### config.mk
export PLATFORM = sky130hd
export DESIGN_NAME = gcd_unit_param
export DESIGN_NICKNAME = d
export VERILOG_FILES = /design/src/rtl/gcd_unit_param.sv
export SDC_FILE = /design/constraint.sdc
export NUM_CORES = 1
export LEC_CHECK = 0
export BUFFER_PORTS_ARGS = -buffer_cell sky130_fd_sc_hd__buf_2
export CAP_MARGIN = 15
export CORE_ASPECT_RATIO = 1.5
export CORE_MARGIN = 5
export CORE_UTILIZATION = 62
export DETAILED_ROUTE_END_ITERATION = 10
export PLACE_DENSITY = 0.92
export SYNTH_ARGS = -nofsm -noshare
export SYNTH_HDL_FRONTEND = slang
export SYNTH_SLANG_ARGS = --single-unit
### constraint.sdc
create_clock -name clk -period 5 [get_ports clk]
set_input_delay 0.75 -clock clk [delete_from_list [all_inputs] [get_ports clk]]
set_output_delay 0.75 -clock clk [all_outputs]
set_load 0.005 [all_outputs]
### src/rtl/gcd_unit_param.sv
`default_nettype none
// ============================================================================
// Module   : gcd_unit_param
// Purpose  : Parametrised GCD engine with valid/ready request and response
//            handshakes. The algorithm is chosen at elaboration time:
//            subtractive Euclid (ALGO=0) or binary Stein (ALGO=1). The engine
//            also reports how many CALC cycles each operand pair took.
// Ports    : clk         - rising-edge clock
//            reset       - asynchronous, active-low reset
//            req_val     - request operands valid
//            req_rdy     - engine can accept a request (IDLE, out of reset)
//            req_a/req_b - operands, WIDTH bits
//            resp_val    - result valid (DONE state)
//            resp_rdy    - consumer accepts the result
//            resp_gcd    - gcd(a,b); gcd(x,0)=x; gcd(0,0)=0
//            resp_cycles - CALC cycles used, saturating at 2^CNT_W-1
//            resp_zero   - both operands were zero
// Revision : 1.0 - initial release
// ============================================================================
module gcd_unit_param #(
    parameter int WIDTH = 16,
    parameter int CNT_W = 8,
    parameter int ALGO  = 0
) (
    input  logic             clk,
    input  logic             reset,
    input  logic             req_val,
    output logic             req_rdy,
    input  logic [WIDTH-1:0] req_a,
    input  logic [WIDTH-1:0] req_b,
    output logic             resp_val,
    input  logic             resp_rdy,
    output logic [WIDTH-1:0] resp_gcd,
    output logic [CNT_W-1:0] resp_cycles,
    output logic             resp_zero
);

    // K holds the common power of two factored out by Stein; it can reach at
    // most WIDTH, so it needs ceil(log2(WIDTH+1)) bits.
    localparam int               c_K_W     = $clog2(WIDTH + 1);
    localparam logic [CNT_W-1:0] c_CNT_MAX = '1;

    typedef enum logic [1:0] {
        S_IDLE = 2'd0,
        S_CALC = 2'd1,
        S_DONE = 2'd2
    } state_t;

    state_t           r_state, w_state_nxt;
    logic [WIDTH-1:0] r_a, w_a_nxt;
    logic [WIDTH-1:0] r_b, w_b_nxt;
    logic [c_K_W-1:0] r_k, w_k_nxt;
    logic [CNT_W-1:0] r_count, w_count_nxt;
    logic             r_zflag, w_zflag_nxt;
    logic [WIDTH-1:0] r_gcd, w_gcd_nxt;
    logic [CNT_W-1:0] r_cycles, w_cycles_nxt;
    logic             r_zero, w_zero_nxt;

    logic [CNT_W-1:0] w_count_inc;
    logic [WIDTH-1:0] w_diff_ab;
    logic [WIDTH-1:0] w_diff_ba;
    logic [WIDTH-1:0] w_shl_a;
    logic [WIDTH-1:0] w_shl_b;

    // Saturating iteration counter value for this CALC cycle.
    assign w_count_inc = (r_count == c_CNT_MAX) ? r_count : r_count + 1'b1;
    assign w_diff_ab   = r_a - r_b;
    assign w_diff_ba   = r_b - r_a;
    // Shifted result stays in WIDTH bits: the true gcd always fits.
    assign w_shl_a     = r_a << r_k;
    assign w_shl_b     = r_b << r_k;

    assign req_rdy     = (r_state == S_IDLE) && reset;
    assign resp_val    = (r_state == S_DONE);
    assign resp_gcd    = r_gcd;
    assign resp_cycles = r_cycles;
    assign resp_zero   = r_zero;

    always_ff @(posedge clk or negedge reset) begin
        if (!reset) begin
            r_state  <= S_IDLE;
            r_a      <= '0;
            r_b      <= '0;
            r_k      <= '0;
            r_count  <= '0;
            r_zflag  <= 1'b0;
            r_gcd    <= '0;
            r_cycles <= '0;
            r_zero   <= 1'b0;
        end else begin
            r_state  <= w_state_nxt;
            r_a      <= w_a_nxt;
            r_b      <= w_b_nxt;
            r_k      <= w_k_nxt;
            r_count  <= w_count_nxt;
            r_zflag  <= w_zflag_nxt;
            r_gcd    <= w_gcd_nxt;
            r_cycles <= w_cycles_nxt;
            r_zero   <= w_zero_nxt;
        end
    end

    always_comb begin
        w_state_nxt  = r_state;
        w_a_nxt      = r_a;
        w_b_nxt      = r_b;
        w_k_nxt      = r_k;
        w_count_nxt  = r_count;
        w_zflag_nxt  = r_zflag;
        w_gcd_nxt    = r_gcd;
        w_cycles_nxt = r_cycles;
        w_zero_nxt   = r_zero;

        case (r_state)
            S_IDLE: begin
                if (req_val && req_rdy) begin
                    w_a_nxt     = req_a;
                    w_b_nxt     = req_b;
                    w_k_nxt     = '0;
                    w_count_nxt = '0;
                    w_zflag_nxt = (req_a == '0) && (req_b == '0);
                    w_state_nxt = S_CALC;
                end
            end

            S_CALC: begin
                w_count_nxt = w_count_inc;
                if (ALGO == 0) begin
                    if (r_b == '0) begin
                        w_gcd_nxt   = r_a;
                        w_state_nxt = S_DONE;
                    end else if (r_a < r_b) begin
                        w_a_nxt = r_b;
                        w_b_nxt = r_a;
                    end else begin
                        w_a_nxt = w_diff_ab;
                    end
                end else begin
                    if (r_a == '0) begin
                        w_gcd_nxt   = w_shl_b;
                        w_state_nxt = S_DONE;
                    end else if (r_b == '0) begin
                        w_gcd_nxt   = w_shl_a;
                        w_state_nxt = S_DONE;
                    end else if (!r_a[0] && !r_b[0]) begin
                        w_a_nxt = r_a >> 1;
                        w_b_nxt = r_b >> 1;
                        w_k_nxt = r_k + 1'b1;
                    end else if (!r_a[0]) begin
                        w_a_nxt = r_a >> 1;
                    end else if (!r_b[0]) begin
                        w_b_nxt = r_b >> 1;
                    end else if (r_a >= r_b) begin
                        // Both odd: the difference is even, halve it at once.
                        w_a_nxt = w_diff_ab >> 1;
                    end else begin
                        w_b_nxt = w_diff_ba >> 1;
                    end
                end
                // The terminating cycle is included in the reported count.
                if (w_state_nxt == S_DONE) begin
                    w_cycles_nxt = w_count_inc;
                    w_zero_nxt   = r_zflag;
                end
            end

            S_DONE: begin
                if (resp_rdy) begin
                    w_state_nxt = S_IDLE;
                end
            end

            default: begin
                w_state_nxt = S_IDLE;
            end
        endcase
    end

endmodule
`default_nettype wire

==> flow_summary.ini, run 1 <==
[global_route]
grt_max_degree = 69
grt_pass1_vias = 4401
grt_overflow = 0
antenna_found_initial = 0
grt.total_usage = 0.3096
grt_pass1_wl_um = 21700

[timing]
rsz0062_at_grt = no
worst_slew_pin_slew_ns = 1.163
clock.fmax_mhz = 291.5
setup_viol = 0
fin_crit_ns = 3.431
period_share = 0.6861
finalMaxSlewViolations = 0
setup_ws_ns = 1.569
finalSetupTns_ns = 0
slew_headroom = 0.2250
skew_ns = 0.01111
hold_viol = 0

[placement]
dpl.hpwl_um = 9539
dp_slack_ns = 1.681
place_congestion = 0.9931
dp.cells = 627
place.port_buffers = 62

[floorplan]
start_util = 0.6372
die_h_um = 113.1
ios = 63
core_um2 = 6898
num_rows = 37
die_area_um2 = 8908
die_x_um = 78.75

[synthesis]
yosys_warnings = 0
ys_seq_area_frac = 0.3871
ys.flop_type = dfrtp_1
synth_nets = 562
synthDistinctLibCells = 59
synth_area_um2 = 4395
synth-seq-cells = 68
synth-edff-count = 0
synth_cells = 508
async_flop_share = 1.000
avgSynthCellArea_um2 = 8.652

[drt]
routed_wl_um = 13010
viasPerCell = 6.764
drtIter0Drc = 441
vias = 4349
wire_per_inst_um = 20.23
ant_nets = 0
drtPass1Iterations = 8
drc = 0

[critical_path]
worst-path-buf-inv = 1
worst_path_dominant_cell_family = compound AO/OA/AOI/OAI gates
end_kind = register
r2r_setup_slack_ns = 1.57
critPathMaxStageDelay_ns = 1.11
arrival_ns = 3.68
cp-start-kind = register
crit_path_cell_trace = inv_1 -> ha_1 -> a21oi_1 -> o21ai_0 -> nand2b_1 -> o31ai_4 -> mux2_4
critPathRequiredTime_ns = 5.25
crit_fanout = 17
slowest_stage = o31ai_4
worstSetupPathType = reg2reg

[final_layout]
nNetsFinal = 614
n_fill_cell = 510
utilization = 0.7183
layout_common_cells = nand2_1 (93), dfrtp_1 (68), buf_2 (62)
syn_to_final_growth_pct = 12.72
drive_gt1_frac = 0.1699
final-instance-count-excl-fill = 643
diodes = 0
final_common_cell = nand2_1

[cts]
postCtsSetupBuffers = 0
cts_buffer_depth = 2
root_buffer = clkbuf_8
cts_tree = built
clkTransAtPathRegs_ns = 0.08
cts-resized-gates = 0
h-tree-depth = 3
cts.sinks = 68
clock_latency_ns = 0.36
cts_buffers = 9
cts_hold_buf = 0

[pwr]
combPwrFrac = 0.611
pwr-share-clk = 0.149
pwr-share-seq = 0.240
swShare = 0.4751
p_per_area_nw_per_um2 = 770.7
p_leak_nw = 2.492
max-vdd-ir-drop_mv = 0.5060
p_switching_w = 0.001814
p_int_w = 0.002004

[worst_hold_path]
hp-class = reg2reg

[run]
cap_violations = 0

[run_status]
status = complete, no violations
[worst reg2reg max path: cells and delay by family, from the launching register on]
kind | cells | cell delay [ns]
buffers and inverters | 1 | 0.08
and+or+nand+nor | 1 | 0.53
muxes | 1 | 0.36
adders and majority gates | 1 | 0.38
AOI/OAI and AO/OA | 3 | 1.59
DFF | 1 | 0.39
[metrics by stage]
stage	hold slack [ns]	cell area (um2)	power, W
CTS	0.4822	4955	0.003736
global route	0.4936	4955	0.004087
global placement	0.4546	4706	0.003081
finish	0.4761	4955	0.003819
floorplan	0.4386	4395	0.002664
detailed placement	0.4605	4706	0.003150
[state kept, by name, indices dropped and copies added (netlist names)]
register and cells:
r_a 16, r_zflag 1, resp_cycles 8, r_count 8, resp_zero 1, r_state 2
resp_gcd 16, r_b 16
[logic make-up after synthesis]
family | Yosys count | share of synthesized area
simple gates | 192 | 0.2095
compound gates | 138 | 0.2038
flops | 68 | 0.3871
buf+inv | 49 | 0.05010
mux | 33 | 0.07657
fa+ha+maj | 18 | 0.05295
xor+xnor | 10 | 0.01993
[path summary, 6_finish.rpt]
check,to,depth (start not counted),startpoint
hold / removal,resp_cycles[3],2,resp_cycles[3]
max in group asynchronous,resp_gcd[14],2,reset
min in group asynchronous,resp_cycles[6],2,reset
hold reg to reg,resp_cycles[3],2,resp_cycles[3]
setup reg to reg,r_b[0],7,r_b[13]
setup / recovery,r_b[0],7,r_b[13]
[cell usage after synthesis, types with 2 or more instances]
master | n | area [um2]
inv_1 | 23 | 86.33
or4_1 | 2 | 15.01
xor2_1 | 2 | 17.52
buf_6 | 3 | 33.78
xnor2_1 | 8 | 70.07
nor2_1 | 23 | 86.33
a31o_2 | 3 | 26.28
nand2b_1 | 7 | 43.79
nand3_1 | 9 | 45.04
ha_1 | 17 | 212.7
o31ai_1 | 3 | 22.52
nand4_1 | 7 | 43.79
and2_1 | 4 | 25.02
o211ai_1 | 14 | 105.1
o2111ai_1 | 3 | 26.28
nor4_1 | 12 | 75.07
nor2b_1 | 5 | 31.28
o21bai_1 | 3 | 22.52
a32oi_1 | 2 | 17.52
and3_1 | 10 | 62.56
a211oi_1 | 2 | 15.01
a21oi_1 | 29 | 145.1
a31oi_1 | 10 | 62.56
a21o_1 | 6 | 45.04
or3_1 | 10 | 62.56
nor3b_1 | 2 | 15.01
o21a_1 | 3 | 22.52
o41ai_1 | 2 | 17.52
a41oi_1 | 2 | 17.52
and4_1 | 2 | 17.52
buf_1 | 3 | 11.26
o21ai_0 | 45 | 225.2
nand2_1 | 93 | 349.1
dfrtp_1 | 68 | 1702
buf_2 | 2 | 10.01
mux2i_1 | 31 | 310.3
clkbuf_1 | 16 | 60.06
[layout make-up]
cell class / instances / area (um2) / share of cell area
clock buffer: 10 / 137.6 / 0.02778
tap: 78 / 97.59 / 0.01970
sequential: 68 / 1702 / 0.3434
clock inverter: 6 / 111.4 / 0.02247
inverter: 24 / 90.09 / 0.01818
multi-input combinational: 391 / 2476 / 0.4997
timing repair buffer: 66 / 340.3 / 0.06869
[metal layers]
layer / vias up / share of wire / track usage / wire [um]
met3: 79 / 0.088 / 0.05732 / 1146
met1: 2023 / 0.36 / 0.3592 / 4670
met5: - / 0 / 0 / 0
li1: 1938 / - / - / -
met4: 0 / 0.071 / 0.2042 / 918
met2: 309 / 0.48 / 0.5156 / 6274
[power groups by stage]
stage / combinational [W] / sequential [W] / clock [W]
floorplan: 0.00181 / 0.000849 / 0
global placement: 0.00218 / 0.000900 / 0
detailed placement: 0.00224 / 0.000911 / 0
CTS: 0.00226 / 0.000904 / 0.000568
global route: 0.00256 / 0.000937 / 0.000593
finish: 0.00233 / 0.000917 / 0.000568
(Power assumes the default switching activity.)
==> run 2: changes to the inputs <==
--- a/config.mk
+++ b/config.mk
@@ -5,13 +5,14 @@
 export SDC_FILE = /design/constraint.sdc
 export NUM_CORES = 1
 export LEC_CHECK = 0
+export ABC_AREA = 1
 export BUFFER_PORTS_ARGS = -buffer_cell sky130_fd_sc_hd__buf_2
 export CAP_MARGIN = 15
 export CORE_ASPECT_RATIO = 1.5
 export CORE_MARGIN = 5
-export CORE_UTILIZATION = 62
+export CORE_UTILIZATION = 58
 export DETAILED_ROUTE_END_ITERATION = 10
-export PLACE_DENSITY = 0.92
+export PLACE_DENSITY = 0.87
 export SYNTH_ARGS = -nofsm -noshare
 export SYNTH_HDL_FRONTEND = slang
 export SYNTH_SLANG_ARGS = --single-unit
==> constraint.sdc (replaced) <==
create_clock -name clk -period 3.5 [get_ports clk]
set_input_delay 0.525 -clock clk [delete_from_list [all_inputs] [get_ports clk]]
set_output_delay 0.525 -clock clk [all_outputs]
set_load 0.005 [all_outputs]
==> flow_summary.ini, run 2 <==
[synthesis]
synth_compound_area_frac = 0.1152
yosys.area_share.adder = 0.05018
synthTopCellsByCount = nand2_1 (185), inv_1 (86), dfrtp_1 (68)
yosys_warnings = 0
ys_top_cells_by_area = dfrtp_1 (37%), nand2_1 (15%), inv_1 (7.0%), nand3_1 (5.3%), ha_1 (4.6%)
synth_area_um2 = 4638
yosysMostFrequentCell = nand2_1
ys_seq_area_frac = 0.3669
synth_nets = 681
ys.flop_type = dfrtp_1
synth_top_cell_by_area = dfrtp_1
synthDistinctLibCells = 39
synth-edff-count = 0
async_flop_share = 1.000
synth-seq-cells = 68
avgSynthCellArea_um2 = 7.397
synth_top_family_by_area = simple AND/OR/NAND/NOR gates
muxShareOfSynthArea = 0.02158
synth_top_cell_area_share = 0.3669
synth_xor_xnor_area_share = 0.02077
synth_cells = 627
synth-simple-area-share = 0.3153

[final_layout]
final_common_cell = nand2_1
drive_gt1_frac = 0.1959
n_fill_cell = 685
final-instance-count-excl-fill = 789
syn_to_final_growth_pct = 11.95
layout_common_cells = nand2_1 (185), inv_1 (86), dfrtp_1 (68)
nNetsFinal = 737
diodes = 0
fin_area_um2 = 5192

[critical_path]
critPathRequiredTime_ns = 3.75
worstSetupPathType = reg2reg
arrival_ns = 2.77
crit_fanout = 32
r2r-end = r_b[0]
cp-start-kind = register
r2r_setup_slack_ns = 0.98
reg2reg_depth = 13
end_kind = register
r2r-start = r_b[0]

[global_route]
grt_pass1_vias = 4460
antenna_found_initial = 0
grt_pass1_wl_um = 21860
grt_max_degree = 69
grt.total_usage = 0.2748
grt_overflow = 0

[placement]
dpl.hpwl_um = 9813
place_area_um2 = 4946
dp.cells = 777
place.port_buffers = 62
place_congestion = 0.9955

[cts]
cts_hold_buf = 0
cts_tree = built
h-tree-depth = 3
clkTransAtPathRegs_ns = 0.05
cts-resized-gates = 0
cts_buffer_depth = 2
clock_latency_ns = 0.33
postCtsSetupBuffers = 0
cts_buffers = 9
cts.sinks = 68
root_buffer = clkbuf_16

[timing]
fin_crit_ns = 2.516
period_share = 0.7189
clock.fmax_mhz = 397.5
hold_slack_ns = 0.3800
finalSetupTns_ns = 0
worst_slew_pin_slew_ns = 0.8375
rsz0062_at_grt = no
hold_viol = 0
slew_headroom = 0.4417
skew_ns = 0.007622
finalMaxSlewViolations = 0
setup_viol = 0

[worst_hold_path]
hold_depth = 2
min_to = r_state[1]
hp-class = in2reg
min_from = resp_rdy

[floorplan]
ios = 63
core_um2 = 7908
die_area_um2 = 9922
num_rows = 40
die_h_um = 119.5
start_util = 0.5866
die_x_um = 83.02

[drt]
drtIter0Drc = 453
vias = 4530
wire_per_inst_um = 16.96
drtPass1Iterations = 6
drc = 0
ant_nets = 0
viasPerCell = 5.741
routed_wl_um = 13380

[run]
cap_violations = 0

[run_status]
status = complete, no violations
## run 2: cell types whose count changed after synthesis, moves of 9 or more
cell      previous run  this run
a31oi_1             10         0
nand2_1             93       185
nand2_2              0        19
clkbuf_1            16         7
o211ai_1            14         0
mux2i_1             31        10
and3_1              10         0
a21oi_1             29        42
o21ai_0             45        18
or3_1               10         0
o21ai_2              0        16
nand3_1              9        49
inv_1               23        86
## run 2: metal layers
layer,global-route usage,wire [um],vias to the layer above
li1,-,-,2101
met4,0.1544,709,0
met5,0,0,-
met2,0.4804,6778,241
met3,0.05082,950,67
met1,0.3129,4942,2121
## run 2: kinds of logic (layout without fill, tap and decap cells)
kind of cell | after synthesis | count (layout)
muxes | 10 | 10
AOI/OAI and AO/OA | 88 | 88
xor gates and xnor gates | 11 | 11
adders and majority gates | 18 | 18
DFF | 68 | 68
buffers and inverters | 114 | 171
and+or+nand+nor | 318 | 318
## run 2: critical path: stages (launching register included)
cell and delay, ns:
dfrtp_1 0.42, ha_1 0.24, fa_1 0.41, inv_1 0.09
nand2_1 0.05, nand2_1 0.11, nand3_1 0.12, nand2_2 0.12
nand2_4 0.14, nand2_8 0.17, nand2_4 0.08, nand2_8 0.25
nand2_1 0.14, o21ai_2 0.08
## run 2: cell type report
type,instances,area (um2),share of cell area
clock buffer,12,246.5,0.04747
inverter,95,361.6,0.06964
multi-input combinational,445,2426,0.4672
sequential,68,1702,0.3277
tap,105,131.4,0.02530
timing repair buffer,64,325.3,0.06265
## run 2: worst max-delay path by stage
| stage | start | to | slack, ns | cells after the start |
|---|---|---|---|---|
| finish | r_b[0] | r_b[0] | 0.98 | 13 |
| global route | r_b[0] | r_b[1] | 0.86 | 13 |
| global placement | r_b[11] | r_b[1] | 1.18 | 12 |
| CTS | r_a[0] | r_b[1] | 1.05 | 14 |
| detailed placement | r_b[0] | r_b[0] | 1.11 | 13 |
| floorplan | r_a[0] | r_b[10] | 1.46 | 14 |
## run 2: metrics by stage
stage	worst slack [ns]	util
final	0.9840	0.6566
after global routing	0.8584	0.6566
after CTS	1.049	0.6566
after detailed placement	1.106	0.6255
after global placement	1.181	0.6255
after floorplan	1.463	-
Power of run 2 is not shown: default switching activity piles up to over one toggle a cycle in this logic, so the estimate is an artifact.
==> run 3: changes to the inputs <==
==> constraint.sdc (replaced) <==
create_clock -name clk -period 2.5 [get_ports clk]
set_input_delay 0.375 -clock clk [delete_from_list [all_inputs] [get_ports clk]]
set_output_delay 0.375 -clock clk [all_outputs]
set_load 0.005 [all_outputs]
==> flow_summary.ini, run 3 (synthesized netlist as in run 2, its figures left out) <==
[drt]
drtPass1Iterations = 5
vias = 4578
wire_per_inst_um = 16.57
drc = 0
drtIter0Drc = 492
ant_nets = 0
viasPerCell = 5.737
routed_wl_um = 13220

[final_layout]
final_common_cell = nand2_1
syn_to_final_growth_pct = 14.08
drive_gt1_frac = 0.2078
diodes = 0
nNetsFinal = 742
layout_common_cells = nand2_1 (185), inv_1 (86), dfrtp_1 (68)
final-instance-count-excl-fill = 798
n_fill_cell = 667

[run]
cap_violations = 0

[critical_path]
cp-start-kind = register
reg2reg_depth = 13
worst-path-buf-inv = 2
critPathRequiredTime_ns = 2.71
crit_path_cell_trace = inv_1 -> ha_1 -> fa_1 -> inv_1 -> nand2_1 -> nand2_1 -> nand3_1 -> nand2_2 -> nand2_4 -> nand2_8 -> nand2_4 -> nand2_4 -> o21ai_2
critPathMaxStageDelay_ns = 0.41
end_kind = register
worstSetupPathType = reg2reg
r2r-start = r_a[0]
slowest_stage = fa_1
worst_path_dominant_cell_family = simple AND/OR/NAND/NOR gates
r2r-end = r_b[4]
crit_fanout = 17
arrival_ns = 2.51
r2r_setup_slack_ns = 0.21
path_common_cell = nand2_4

[floorplan]
num_rows = 40
start_util = 0.5866
die_area_um2 = 9922
ios = 63
core_um2 = 7908
die_x_um = 83.02
die_h_um = 119.5

[cts]
cts_buffers = 9
postCtsSetupBuffers = 0
clock_latency_ns = 0.34
root_buffer = clkbuf_16
clkTransAtPathRegs_ns = 0.06
h-tree-depth = 3
cts.sinks = 68
cts_tree = built
cts_buffer_depth = 2

[run_status]
status = complete, no violations

[timing]
worst_slew_pin_slew_ns = 0.8633
rsz0062_at_grt = no
skew_ns = 0.006060
setup_viol = 0
fin_crit_ns = 2.294
finalSetupTns_ns = 0
finalMaxSlewViolations = 0
hold_viol = 0
slew_headroom = 0.4245
clock.fmax_mhz = 435.9
period_share = 0.9176

[placement]
place_congestion = 0.9228
place.port_buffers = 62
dpl.hpwl_um = 9665
dp.cells = 781

[worst_hold_path]
min_to = r_state[1]
hp-class = in2reg
min_from = resp_rdy
hold_depth = 2

[global_route]
antenna_found_initial = 0
grt_pass1_wl_um = 21490
grt_overflow = 0
grt.total_usage = 0.2698
grt_pass1_vias = 4474
grt_max_degree = 69
-- run 3: changes by cell type in the layout (fill, tap and decap cells not counted), sizes merged --
cell / delta
bufinv: +1
clkinv: +2
clkinvlp: +1
buf: +4
nand2: +1
-- run 3: stage by stage --
step	setup WS, ns	area [um2]	utilization	hold WS, ns
after floorplan	0.4631	4638	-	0.07941
after global placement	0.3054	4976	0.6293	0.4499
after detailed placement	0.2071	4976	0.6293	0.4573
after CTS	0.1871	5280	0.6677	0.2199
after global routing	0.02984	5291	0.6691	0.2307
final	0.2060	5291	0.6691	0.2247
-- run 3: area by class of cell --
class	count	area [um2]	share of cell area
Multi-Input combinational cell	446	2437	0.4606
Sequential cell	68	1702	0.3216
Inverter	95	361.6	0.06834
Timing Repair Buffer	68	355.3	0.06716
Clock buffer	12	256.5	0.04847
Tap cell	105	131.4	0.02483
Clock inverter	4	47.55	0.008986
-- run 3: what timing repair did --
action | CTS | global route
hold buffers | 0 | 0
resized for setup | 0 | 0
hold endpoints to repair | 0 | 0
setup endpoints to repair | 0 | 7
-- run 3: worst max-delay path by stage --
| stage | from | endpoint | slack (ns) | depth (start not counted) |
|---|---|---|---|---|
| finish | r_a[0] | r_b[4] | 0.21 | 13 |
| global route | r_a[0] | r_b[4] | 0.03 | 13 |
| CTS | r_a[0] | r_b[4] | 0.19 | 14 |
| detailed placement | r_a[0] | r_b[7] | 0.21 | 14 |
| global placement | r_a[0] | r_b[0] | 0.31 | 14 |
| floorplan | r_a[0] | r_b[10] | 0.46 | 14 |
-- run 3: worst register-to-register path: cells and delay by family (launching register included) --
kind	cells	cell delay [ns]
DFF	1	0.34
adders and majority gates	2	0.64
and+or+nand+nor	8	0.92
buffers and inverters	2	0.16
AOI/OAI and AO/OA	1	0.10
-- run 3: metal layers --
layer / vias up / part of all wire / GRT usage
met4: 0 / 0.046 / 0.1309
li1: 2118 / - / -
met3: 52 / 0.059 / 0.04258
met1: 2171 / 0.38 / 0.3074
met5: - / 0 / 0
met2: 237 / 0.52 / 0.4869
Power of run 3 is left out for the same reason.
